### config.mk
export PLATFORM = sky130hd
export DESIGN_NAME = elevator_request_dispatcher
export DESIGN_NICKNAME = d
export VERILOG_FILES = /design/src/rtl/elevator_request_dispatcher.sv
export SDC_FILE = /design/constraint.sdc
export NUM_CORES = 1
export LEC_CHECK = 0
export ABC_CLOCK_PERIOD_IN_PS = 6300
export CAP_MARGIN = 20
export CORE_MARGIN = 1.5
export CORE_UTILIZATION = 39
export DETAILED_ROUTE_END_ITERATION = 16
export PLACE_DENSITY = 0.62
export SLEW_MARGIN = 25
export SYNTH_ARGS = -nofsm -noshare
export SYNTH_HDL_FRONTEND = slang
export SYNTH_SLANG_ARGS = --single-unit
export TNS_END_PERCENT = 20
### constraint.sdc
create_clock -name clk -period 6.3 [get_ports clk]
set_clock_uncertainty 0.2 [all_clocks]
set_input_delay 1.26 -clock clk [delete_from_list [all_inputs] [get_ports clk]]
set_output_delay 1.26 -clock clk [all_outputs]
set_load 0.01 [all_outputs]
### src/rtl/elevator_request_dispatcher.sv
// Elevator call dispatcher: latches hall calls, sweeps up/down picking the nearest
// call in the travel direction, and holds each served floor for a dwell period.
//
// state        | meaning
// S_IDLE       | no work, or car position invalid; car held at current floor
// S_SERVE_UP   | travelling up toward lowest pending call at/above the car
// S_SERVE_DOWN | travelling down toward highest pending call at/below the car
// S_DWELL      | doors open at a served floor; resumes prior direction afterwards
module elevator_request_dispatcher #(
  parameter int NUM_FLOORS   = 10,
  parameter int DWELL_CYCLES = 4
) (
  input  logic                  clk,
  input  logic                  reset,
  input  logic [NUM_FLOORS-1:0] floor_btn,
  input  logic [3:0]            current_floor,
  input  logic                  door_open,
  output logic [3:0]            requested_floor,
  output logic [NUM_FLOORS-1:0] pending,
  output logic                  dir_up,
  output logic                  dir_down,
  output logic                  busy
);

  localparam int CW = (DWELL_CYCLES > 1) ? $clog2(DWELL_CYCLES) : 1;
  localparam logic [CW-1:0] CNT_LAST = CW'(DWELL_CYCLES - 1);

  typedef enum logic [1:0] {S_IDLE, S_SERVE_UP, S_SERVE_DOWN, S_DWELL} state_t;

  state_t                state_q, state_d, hold_q, hold_d;
  logic [NUM_FLOORS-1:0] pending_q, pending_d, clr_mask;
  logic [3:0]            req_q, req_d, up_tgt, dn_tgt;
  logic [CW-1:0]         cnt_q, cnt_d;
  logic                  up_found, dn_found, floor_ok, arrival, moving;

  always_ff @(posedge clk or negedge reset) begin
    if (!reset) begin
      state_q   <= S_IDLE;
      hold_q    <= S_IDLE;
      pending_q <= '0;
      req_q     <= '0;
      cnt_q     <= '0;
    end else begin
      state_q   <= state_d;
      hold_q    <= hold_d;
      pending_q <= pending_d;
      req_q     <= req_d;
      cnt_q     <= cnt_d;
    end
  end

  // Nearest pending call at/above and at/below the car.
  always_comb begin
    up_found = 1'b0;
    up_tgt   = '0;
    dn_found = 1'b0;
    dn_tgt   = '0;
    for (int i = NUM_FLOORS - 1; i >= 0; i--) begin
      if (pending_q[i] && (4'(i) >= current_floor)) begin
        up_found = 1'b1;
        up_tgt   = 4'(i);
      end
    end
    for (int i = 0; i < NUM_FLOORS; i++) begin
      if (pending_q[i] && (4'(i) <= current_floor)) begin
        dn_found = 1'b1;
        dn_tgt   = 4'(i);
      end
    end
  end

  assign floor_ok = ({1'b0, current_floor} < 5'(NUM_FLOORS));
  assign moving   = (state_q == S_SERVE_UP) || (state_q == S_SERVE_DOWN);
  assign arrival  = floor_ok && door_open && moving && (current_floor == req_q);

  always_comb begin
    clr_mask = '0;
    for (int i = 0; i < NUM_FLOORS; i++) begin
      if (arrival && (current_floor == 4'(i))) clr_mask[i] = 1'b1;
    end
  end

  always_comb begin
    state_d   = state_q;
    hold_d    = hold_q;
    req_d     = req_q;
    cnt_d     = '0;
    // Clearing after the OR makes a same-edge press on the arrival floor lose.
    pending_d = (pending_q | floor_btn) & ~clr_mask;

    if (!floor_ok) begin
      state_d = S_IDLE;
      req_d   = '0;
    end else if (arrival) begin
      state_d = S_DWELL;
      hold_d  = state_q;
      req_d   = current_floor;
    end else begin
      case (state_q)
        S_IDLE: begin
          req_d = current_floor;
          if (pending_q != '0) state_d = up_found ? S_SERVE_UP : S_SERVE_DOWN;
        end
        S_SERVE_UP: begin
          if (pending_q == '0) begin
            state_d = S_IDLE;
            req_d   = current_floor;
          end else if (up_found) begin
            req_d = up_tgt;
          end else begin
            state_d = S_SERVE_DOWN;
            req_d   = dn_tgt;
          end
        end
        S_SERVE_DOWN: begin
          if (pending_q == '0) begin
            state_d = S_IDLE;
            req_d   = current_floor;
          end else if (dn_found) begin
            req_d = dn_tgt;
          end else begin
            state_d = S_SERVE_UP;
            req_d   = up_tgt;
          end
        end
        S_DWELL: begin
          req_d = current_floor;
          if (cnt_q == CNT_LAST) state_d = hold_q;
          else                   cnt_d   = cnt_q + CW'(1);
        end
        default: state_d = S_IDLE;
      endcase
    end
  end

  assign requested_floor = req_q;
  assign pending         = pending_q;
  assign dir_up          = (state_q == S_SERVE_UP);
  assign dir_down        = (state_q == S_SERVE_DOWN);
  assign busy            = (state_q != S_IDLE);

endmodule

Word-level counts from Yosys, hierarchy flattened:

Index checks and enable logic that the tools add are counted.

* register bits after elaboration: 20
* output and inout bits: 17
* logic and storage cells: 160

* muxes and demuxes: 70
* equality and inequality tests: 18
* bitwise operators: 3
* reduce and logical (&&, ||, !) cells: 42
* magnitude comparators: 21
* $add $sub $neg: 1

Operators with widths (number)
* $mux W4: 24
* $logic_and A1 B1 Y1: 33
* $mux W1: 31
* $mux W2: 13
* $eq A4 B3 Y1 const B: 4
* $ge A3 B4 Y1 const A: 4
* $le A3 B4 Y1 const A: 4
* $pmux W4 S3: 1
* $and A10 B10 Y10: 1
* $logic_not A10 Y1: 1
* $ne A5 B3 Y1 const B: 2
* $not A10 Y10: 1
* $or A10 B10 Y10: 1
* $reduce_bool A10 Y1: 1
* $eq A4 B2 Y1 const B: 2
* $eq A4 B4 Y1 const B: 2
* $ge A1 B4 Y1 const A: 2
* $ge A2 B4 Y1 const A: 2
* $ge A4 B4 Y1 const A: 2
* $le A1 B4 Y1 const A: 2
* $le A2 B4 Y1 const A: 2
* $le A4 B4 Y1 const A: 2
* $ne A4 B4 Y1 const B: 2
* $pmux W2 S4: 1
* 13 further kinds: 15

Longest topological paths before layout:

Gate-level depths: netlist (run 1).

* word-level depth: 17
* gate-level depth with buffers: 8
* mapped depth without buffers: 7

Worst setup path before layout (run 1):

Ideal clock, no wire load.

* path kind: input to register
* start point: input current_floor[2]
* end point: register state_q[0]
* stages: 7
* data arrival time: 2.827 ns
* path slack: 3.145 ns
* path buffers: 1
* cells stage by stage: buf_6 > or4_1 > a21oi_1 > and2_1 > a31oi_1 > o31a_1 > mux2_1

* longest elaborated chain between the ends: 17
* elaborated cells between the ends (all ways): 75
* classes of those cells: order compare (21); eq/ne (5); mux (25); reduce/logical (24)

RTL lines
* start, declared: RTL line 16 `input logic [3:0] current_floor,`
* $ge A4 B4 Y1: RTL line 59 `if (pending_q[i] && (4'(i) >= current_floor)) begin`
* $logic_and A1 B1 Y1: RTL line 59
* $mux W1 (10 in a row): RTL line 59
* $mux W2 (2 in a row): RTL line 102 `if (pending_q != '0) state_d = up_found ? S_SERVE_UP : S_SERVE_DOWN;`
* $pmux W2 S4: RTL line 99 `case (state_q)`
* $mux W2: RTL line 94 `end else if (arrival) begin`
* $mux W2: RTL line 91 `if (!floor_ok) begin`
* end signal, assigned: RTL line 44 `state_q <= state_d;`
* end, declared: RTL line 30 `state_t state_q, state_d, hold_q, hold_d;`

Parallel ways exist; a longest one is shown, timed or not. The select of a mux whose other input is x is not followed.
A chain may end at the register's enable or synchronous reset.

Final worst setup path (run 1):

* start point: input current_floor[1]
* end point: register req_q[1] (netlist: requested_floor[1])

* longest elaborated chain between the ends: 17
* elaborated cells between the ends (all ways): 89
* classes of those cells: order compare (21); eq/ne (1); mux (44); reduce/logical (23)

RTL lines
* $le A1 B4 Y1 or $ge A4 B4 Y1 (tied branches): RTL line 65, 59
* $logic_and A1 B1 Y1 (on tied branches): RTL line 65, 59
* $mux W1 (on tied branches) (10 in a row): RTL line 65, 59
* $mux W4 (on tied branches): RTL line 119, 108
* $mux W4 (on tied branches): RTL line 116, 105
* $pmux W4 S3: RTL line 99
* $mux W4: RTL line 94
* $mux W4 (*): RTL line 91
* net req_d[1]: RTL line 32 `logic [3:0] req_q, req_d, up_tgt, dn_tgt;`
* end signal, assigned: RTL line 47 `req_q <= req_d;`
* end, declared: RTL line 32

The timed path passes the listed nets; every way through them passes the cells marked *.

==> impl_metrics.yaml, run 1 <==
grt:
  grt_max_degree: 26
  grt_overflow_total: 0
  track_usage_pct: 22.7
  grt_pass1_wl_mm: 8.06
  antenna_found_initial: 0
  first_global_vias: 1624
timing:
  hold_viol_final: 0
  rsz0062_at_grt: "no"
  setup_violations: 0
  slew_headroom_pct: 35.6
  tightest_slew_ns: 0.953
  max_freq_mhz: 242
  fin_crit_ns: 4.13
  fin_crit_sh_pct: 65.6
  setup_tns_ns: 0
  slew_viol_final: 0
synthesis:
  syn_avg_cell_area_um2: 8.40
  synth-edff-count: 0
  syn_area_um2: 1680
  synth.area.top_cells: "dfrtp_1 (30%), o21ai_0 (5.4%), ha_1 (4.5%)"
  yosysUniqueCellTypes: 61
  synthCells: 200
  yosysMostFrequentCell: "dfrtp_1"
  netlist.area_leader.share_pct: 29.8
  synthTopCellsByCount: "dfrtp_1 (20), nor2_1 (18), o21ai_0 (18)"
  async_flop_share_pct: 100
  ys_seq_elements: 20
  ys_warn_count: 0
  synth_flop_cell: "dfrtp_1"
  synth_top_cell_by_area: "dfrtp_1"
  synthesis.nets: 223
  ys_seq_area_share_pct: 29.8
routing:
  drtPass1Iterations: 6
  initialDrtViolationCount: 166
  wirelength_mm: 4.97
  viasPerCell: 6.41
  wl_per_cell_um: 17.9
  antenna_left: 0
  vias: 1782
  drc: 0
critical_path:
  cp.arrival_ns: 4.07
  critPathRequiredTime_ns: 6.24
  crit_fanout: 22
  regToRegSetupSlack_ns: 3.66
  rr_endpoint: "requested_floor[1]"
  path_class: "input port to flop"
  r2r_cells: 7
  end_kind: "flop"
  timing.rr.start: "state_q[0]"
  cp-start-kind: "input port"
clocking:
  cts_made_buffers: 3
  cts.clk_slew.worst_paths_ns: 0.08
  cts_setup_buffers: 0
  h-tree-depth: 1
  cts-resized-gates: 0
  clk_latency_ns: 0.27
  clockBufferDepth: 2
  cts.hold.buffers_added: 0
  root_buffer: "clkbuf_8"
  cts_sinks: 20
  cts_tree: "yes"
layout:
  n_antenna_cell: 0
  nets: 252
  fillCellCount: 382
  layout-drive-gt1-share_pct: 6.58
  syn2layout_area_growth_pct: 22.4
floorplanning:
  chipHeight_um: 68.6
  ioPinCount: 34
  initial_core_util_pct: 41.4
  rows: 23
  die_area_um2: 4710
  core_area_um2: 4060
  die_w_um: 68.6
job:
  max_cap_viol_count: 0
status:
  status: "finished, final reports clean"
placed_design:
  dpl.hpwl_mm: 3.62
  routabilityCongestion: 0.916
  numPortBuffers: 33
worst_hold_path:
  min_from: "cnt_q[0]"
  hold_end: "cnt_q[0]"
  hold_class: "flop to flop"
  hold_depth: 1
power_and_ir_drop:
  power.leakage_nw: 0.790
  vdd_drop_max_mv: 0.119
  power_uw: 502
  power_per_cell_area_nw_per_um2: 244
-- metrics by stage --
step | instances | cell area (um^2) | hold slack [ns] | utilization [%] | setup slack [ns]
after global routing | 278 | 2060 | 0.284 | 50.7 | 2.01
after CTS | 278 | 2060 | 0.254 | 50.8 | 2.21
after global placement | 274 | 2010 | 0.248 | 49.4 | 1.94
after floorplan | 200 | 1680 | 0.215 | - | 3.14
final | 278 | 2060 | 0.251 | 50.7 | 2.17
after detailed placement | 274 | 2010 | 0.242 | 49.4 | 1.98
-- cells by family after synthesis --
kind of cell | Yosys count | share of synthesized area [%]
AOI/OAI and AO/OA | 74 | 31.6
xor gates and xnor gates | 3 | 1.57
adders and majority gates | 7 | 5.14
buffers and inverters | 21 | 6.78
DFF | 20 | 29.8
muxes | 3 | 1.86
and+or+nand+nor | 72 | 23.2
-- final cells by class --
class                   count  area [um^2]  area share (%)
flip-flops and latches     20          500            24.3
repair buffers             33          325            15.8
multi-input cells         159         1060            51.8
well taps                  50         62.6            3.04
clock buffers               4         55.1            2.68
inverters                  12         47.5            2.31
-- how the worst max path moves through the flow --
| stage | cells past startpoint | slack, ns | to | start |
|---|---|---|---|---|
| after floorplan | 7 | 3.14 | state_q[0] | current_floor[2] |
| after global placement | 7 | 1.94 | state_q[0] | current_floor[1] |
| after detailed placement | 7 | 1.98 | requested_floor[1] | current_floor[1] |
| after CTS | 7 | 2.21 | requested_floor[1] | current_floor[1] |
| after global routing | 7 | 2.01 | state_q[0] | current_floor[1] |
| final | 7 | 2.17 | requested_floor[1] | current_floor[1] |
-- cell usage in the layout, fill, tap and decap left out, types with 3 or more instances in the layout --
| cell type | netlist | final |
|---|---|---|
| clkdlybuf4s50_1 | 0 | 32 |
| nor2_1 | 18 | 18 |
| o21ai_0 | 18 | 18 |
| and2_1 | 4 | 4 |
| a31oi_1 | 5 | 5 |
| ha_1 | 6 | 6 |
| nor2b_1 | 4 | 4 |
| or4_1 | 3 | 3 |
| dfrtp_1 | 20 | 20 |
| o32a_1 | 5 | 5 |
| nand2_1 | 15 | 15 |
| a21o_1 | 3 | 3 |
| inv_1 | 10 | 10 |
| nor4_1 | 4 | 4 |
| a32oi_1 | 3 | 3 |
| nand3_1 | 3 | 3 |
| a21oi_1 | 9 | 9 |
| clkbuf_8 | 0 | 4 |
| xor2_1 | 3 | 3 |
| o31ai_1 | 3 | 3 |
| a311o_1 | 3 | 3 |
| nor3_1 | 5 | 5 |
| o22a_1 | 3 | 3 |
-- critical path, stage by stage --
cell and delay, ns:
clkdlybuf4s50_1 0.84, or2_1 0.50, o32a_1 0.22, o41ai_1 0.78, nor3_1 0.17, or4b_1 0.21
nand3_1 0.08
-- per-layer routing --
metal  global-route usage [%]  up-vias  share of wire [%]  wire, um
met2                     35.2       97                 46      2270
met1                     32.6      848                 44      2210
met5                        0        -                  0         0
met4                     7.50        0                1.8        91
met3                     2.44       11                8.1       401
li1                         -      826                  -         -
-- power by group --
group / internal [mW] / total, mW / switching (mW)
logic: 0.108 / 0.233 / 0.124
registers: 0.150 / 0.166 / 0.0168
clock network: 0.0558 / 0.103 / 0.0475
-- flip-flops by register name, summed over array words and instances, names as in the netlist --
register         cells
pending             10
hold_q               2
requested_floor      4
state_q              2
cnt_q                2
No activity file was read; power rests on OpenSTA's default activity.
==> inputs of run 2 (changes only) <==
- ABC_CLOCK_PERIOD_IN_PS: 6300 -> 4050
- clock period: 6.3 -> 4.05 ns (I/O delays scaled with it)
==> run 2 against run 1 <==
Power up 57%; clock-buffer cell count stayed put; die area stayed put; global-route usage grew 1.5 points; via count is 1.6% lower; largest cell class unchanged; largest power group unchanged; highest routed layer unchanged.
==> impl_metrics.yaml, run 2 (synthesis results as in run 1) <==
floorplanning:
  die_w_um: 68.6
  core_area_um2: 4060
  rows: 23
  initial_core_util_pct: 41.4
  chipHeight_um: 68.6
  die_area_um2: 4710
  ioPinCount: 34
timing:
  rsz0062_at_grt: "no"
  hold_viol_final: 0
  fin_ws_ns: 0.659
  setup_tns_ns: 0
  setup_violations: 0
  tightest_slew_ns: 0.569
  max_freq_mhz: 295
  fin_crit_ns: 3.39
  slew_viol_final: 0
  slew_headroom_pct: 61.9
  fin_crit_sh_pct: 83.7
job:
  max_cap_viol_count: 0
clocking:
  cts.hold.buffers_added: 0
  cts_tree: "yes"
  cts_setup_buffers: 0
  clk_latency_ns: 0.27
  root_buffer: "clkbuf_8"
  h-tree-depth: 1
  clockBufferDepth: 2
  cts_sinks: 20
  cts.clk_slew.worst_paths_ns: 0.08
  cts-resized-gates: 0
  cts_made_buffers: 3
power_and_ir_drop:
  vdd_drop_max_mv: 0.195
  power.leakage_nw: 0.815
  power_per_cell_area_nw_per_um2: 376
grt:
  grt_overflow_total: 0
  antenna_found_initial: 0
  grt_max_degree: 26
  grt_pass1_wl_mm: 8.41
  first_global_vias: 1712
  track_usage_pct: 24.1
critical_path:
  crit_fanout: 17
  cp.arrival_ns: 3.38
  cp-start-kind: "input port"
  critPathRequiredTime_ns: 4.04
  end_kind: "flop"
  path_class: "input port to flop"
layout:
  nets: 257
  mostFrequentLayoutCells: "clkdlybuf4s50_1 (32), dfrtp_1 (20), nor2_1 (18), o21ai_0 (18), nand2_1 (15)"
  syn2layout_area_growth_pct: 24.7
  n_antenna_cell: 0
  final_common_cell: "clkdlybuf4s50_1"
  layout-drive-gt1-share_pct: 8.58
  largest_reg_flops: 10
  fillCellCount: 390
placed_design:
  dpl.hpwl_mm: 3.86
  post-place-ws_ns: 0.460
  routabilityCongestion: 0.944
  numPortBuffers: 33
routing:
  wl_per_cell_um: 18.1
  viasPerCell: 6.20
  drc: 0
  vias: 1754
  antenna_left: 0
  wirelength_mm: 5.11
  drtPass1Iterations: 6
  initialDrtViolationCount: 222
worst_hold_path:
  hold_class: "flop to flop"
status:
  status: "finished, final reports clean"
-- run 2: power by group --
part	internal, mW	switching, mW	leakage, nW
sequential	0.233	0.0272	0.221
combinational	0.173	0.196	0.566
clock	0.0868	0.0711	0.0288
total	0.493	0.294	0.815
-- run 2: layer usage --
layer | up-vias | track usage, % | routed length (um)
met2 | 97 | 36.3 | 2230
met3 | 16 | 5.03 | 461
li1 | 829 | - | -
met1 | 812 | 33.8 | 2330
met5 | - | 0 | 0
met4 | 0 | 9.00 | 90
-- run 2: critical path, cell delays in order --
cell and delay (ns):
clkdlybuf4s50_1 0.83, nor2_1 0.25, nor3_1 0.52, nand4bb_1 0.24
nor3b_1 0.11, or4_1 0.53, o211ai_2 0.09
-- run 2: path summary, 6_finish.rpt --
kind,startpoint,endpoint,slack [ns],cells past startpoint
setup reg to reg,pending[5],state_q[0],1.57,6
setup / recovery,current_floor[3],requested_floor[0],0.66,7
hold / removal,cnt_q[0],cnt_q[0],0.25,1
hold reg to reg,cnt_q[0],cnt_q[0],0.25,1
max in group asynchronous,reset,requested_floor[2],3.03,1
min in group asynchronous,reset,pending[3],0.29,1
-- run 2: final cells by class --
class | instances | area, um^2 | share of cell area, %
multi-input combinational | 159 | 1060 | 50.9
tap | 50 | 62.6 | 2.99
inverter | 12 | 47.5 | 2.27
sequential | 20 | 500 | 23.9
timing repair buffer | 38 | 363 | 17.3
clock buffer | 4 | 55.1 | 2.63
-- run 2: stage by stage --
stage | hold slack [ns] | area, um^2 | total power [mW] | utilization [%] | instances
final | 0.246 | 2090 | 0.787 | 51.6 | 283
after global routing | 0.264 | 2090 | 0.848 | 51.6 | 283
after CTS | 0.254 | 2100 | 0.792 | 51.7 | 283
after detailed placement | 0.243 | 2040 | 0.629 | 50.4 | 279
after global placement | 0.235 | 2040 | 0.628 | 50.4 | 279
after floorplan | 0.215 | 1680 | 0.489 | - | 200
==> inputs of run 3 (changes only) <==
- ABC_CLOCK_PERIOD_IN_PS: 4050 -> 2800
- PLACE_DENSITY: 0.62 -> 0.65
- clock period: 4.05 -> 2.8 ns (I/O delays scaled with it)
==> run 3 against run 2 <==
Critical path depth up 1; critical path type unchanged; highest routed layer unchanged; worst hold slack worse by 0.0015 ns; die area unchanged; clock power up 47%; non-clock buffer count up 45; combinational power up 70%; final cell count up 16%; sequential share of layout area down 3.7 points; wire length up 4.2%; register-to-register slack worse by 1.2 ns.
==> impl_metrics.yaml, run 3 (synthesis results as in run 1) <==
grt:
  first_global_vias: 1802
  grt_overflow_total: 0
  grt_pass1_wl_mm: 8.54
  antenna_found_initial: 0
  track_usage_pct: 24.5
  grt_max_degree: 21
critical_path:
  critPathRequiredTime_ns: 2.76
  regToRegSetupSlack_ns: 0.40
  rr_endpoint: "requested_floor[0]"
  end_kind: "flop"
  timing.rr.start: "state_q[0]"
  path_class: "input port to flop"
  critPathSlowestCell: "or4_1"
  cp.arrival_ns: 2.75
  cpPeakStageDelay_ns: 0.51
  cp-start-kind: "input port"
  cp_cell_sequence: "clkdlybuf4s50_1 -> buf_12 -> or4_1 -> a21oi_2 -> and2_1 -> a31oi_1 -> o31a_1 -> mux2_1"
  crit_fanout: 20
  r2r_cells: 8
timing:
  setup_tns_ns: 0
  fin_crit_ns: 2.79
  hold_viol_final: 0
  tightest_slew_ns: 0.419
  max_freq_mhz: 358
  slew_headroom_pct: 71.4
  fin_crit_sh_pct: 99.6
  slew_viol_final: 0
  setup_violations: 0
  fin_hold_ws_ns: 0.244
power_and_ir_drop:
  vdd_drop_max_mv: 0.267
  switching_share_pct: 36.3
  clkPwrFrac_pct: 18.9
  internal_power_uw: 786
  seq_power_share_pct: 30.2
  power_mw: 1.23
  power.leakage_nw: 1.05
  combPwrFrac_pct: 50.9
  power_per_cell_area_nw_per_um2: 498
  p_switching_uw: 448
placed_design:
  numPortBuffers: 33
  placed_cell_area_um2: 2390
  dp.cells: 324
  routabilityCongestion: 0.944
  dpl.hpwl_mm: 4.04
layout:
  mostFrequentLayoutCells: "buf_4 (48), clkdlybuf4s50_1 (32), dfrtp_1 (20), nor2_1 (18), o21ai_0 (18)"
  final_common_cell: "buf_4"
  layout-drive-gt1-share_pct: 24.5
  instances_no_fill: 328
  fillCellCount: 361
  n_antenna_cell: 0
  design_area_um2: 2480
  nets: 302
  largest_reg_flops: 10
  syn2layout_area_growth_pct: 47.7
floorplanning:
  die_w_um: 68.6
  ioPinCount: 34
  initial_core_util_pct: 41.4
  core_area_um2: 4060
  rows: 23
  chipHeight_um: 68.6
  die_area_um2: 4710
routing:
  wirelength_mm: 5.33
  initialDrtViolationCount: 112
  wl_per_cell_um: 16.2
  drc: 0
  viasPerCell: 5.80
  vias: 1904
  antenna_left: 0
  drtPass1Iterations: 4
worst_hold_path:
  min_from: "cnt_q[0]"
  hold_class: "flop to flop"
  hold_end: "cnt_q[0]"
  hold_depth: 1
clocking:
  h-tree-depth: 1
  cts.hold.buffers_added: 0
  clockBufferDepth: 2
  cts_sinks: 20
  cts.clk_slew.worst_paths_ns: 0.08
  clk_latency_ns: 0.27
  cts_tree: "yes"
  cts_made_buffers: 3
  root_buffer: "clkbuf_8"
job:
  max_cap_viol_count: 0
status:
  status: "finished, final reports clean"
## run 3: how the worst max path moves through the flow
stage / endpoint / startpoint / cells past startpoint / slack, ns
2_1_floorplan: state_q[0] / current_floor[2] / 7 / 0.34
3_3_place_gp: state_q[0] / current_floor[0] / 8 / -0.21
3_5_place_dp: state_q[0] / current_floor[0] / 8 / -0.22
4_1_cts: state_q[0] / current_floor[0] / 8 / 0.06
5_1_grt: state_q[0] / current_floor[3] / 8 / -0.07
6_report: state_q[0] / current_floor[0] / 8 / 0.01
## run 3: power groups by stage
stage | Sequential, mW | Combinational (mW) | Clock (mW)
after floorplan | 0.385 | 0.322 | 0
after global placement | 0.376 | 0.603 | 0
after detailed placement | 0.380 | 0.609 | 0
after CTS | 0.373 | 0.611 | 0.236
after global routing | 0.379 | 0.687 | 0.247
final | 0.373 | 0.628 | 0.233
## run 3: per-layer routing
layer  global-route usage (%)  up-vias  share of wire, %
li1                         -      920                 -
met1                     36.2      910                48
met2                     37.4       65                44
met3                     1.95        9               6.4
met4                     8.50        0               1.7
met5                        0        -                 0
## run 3: layout make-up
type | count | area, um^2 | area share, %
Multi-Input combinational cell | 159 | 1090 | 43.9
Timing Repair Buffer | 83 | 724 | 29.2
Sequential cell | 20 | 500 | 20.2
Tap cell | 50 | 62.6 | 2.52
Clock buffer | 4 | 55.1 | 2.22
Inverter | 12 | 47.5 | 1.92
## run 3: what timing repair did
| item | 4_1_cts | 5_1_grt |
|---|---|---|
| setup endpoints to repair | 0 | 9 |
| buffers inserted | 0 | 0 |
| gates resized for setup | 0 | 7 |
## run 3: metrics by stage
step	setup WS, ns	utilization, %
after global placement	-0.210	59.0
after global routing	-0.0689	61.1
after detailed placement	-0.217	59.0
final	0.0103	61.1
after CTS	0.0577	60.3
after floorplan	0.345	-
## run 3: critical path, delay by kind of cell
family	cells	cell delay [ns]
multiplexers	1	0.31
AO/OA/AOI/OAI	3	0.54
AND/OR/NAND/NOR	2	0.71
buffers and inverters	2	0.63
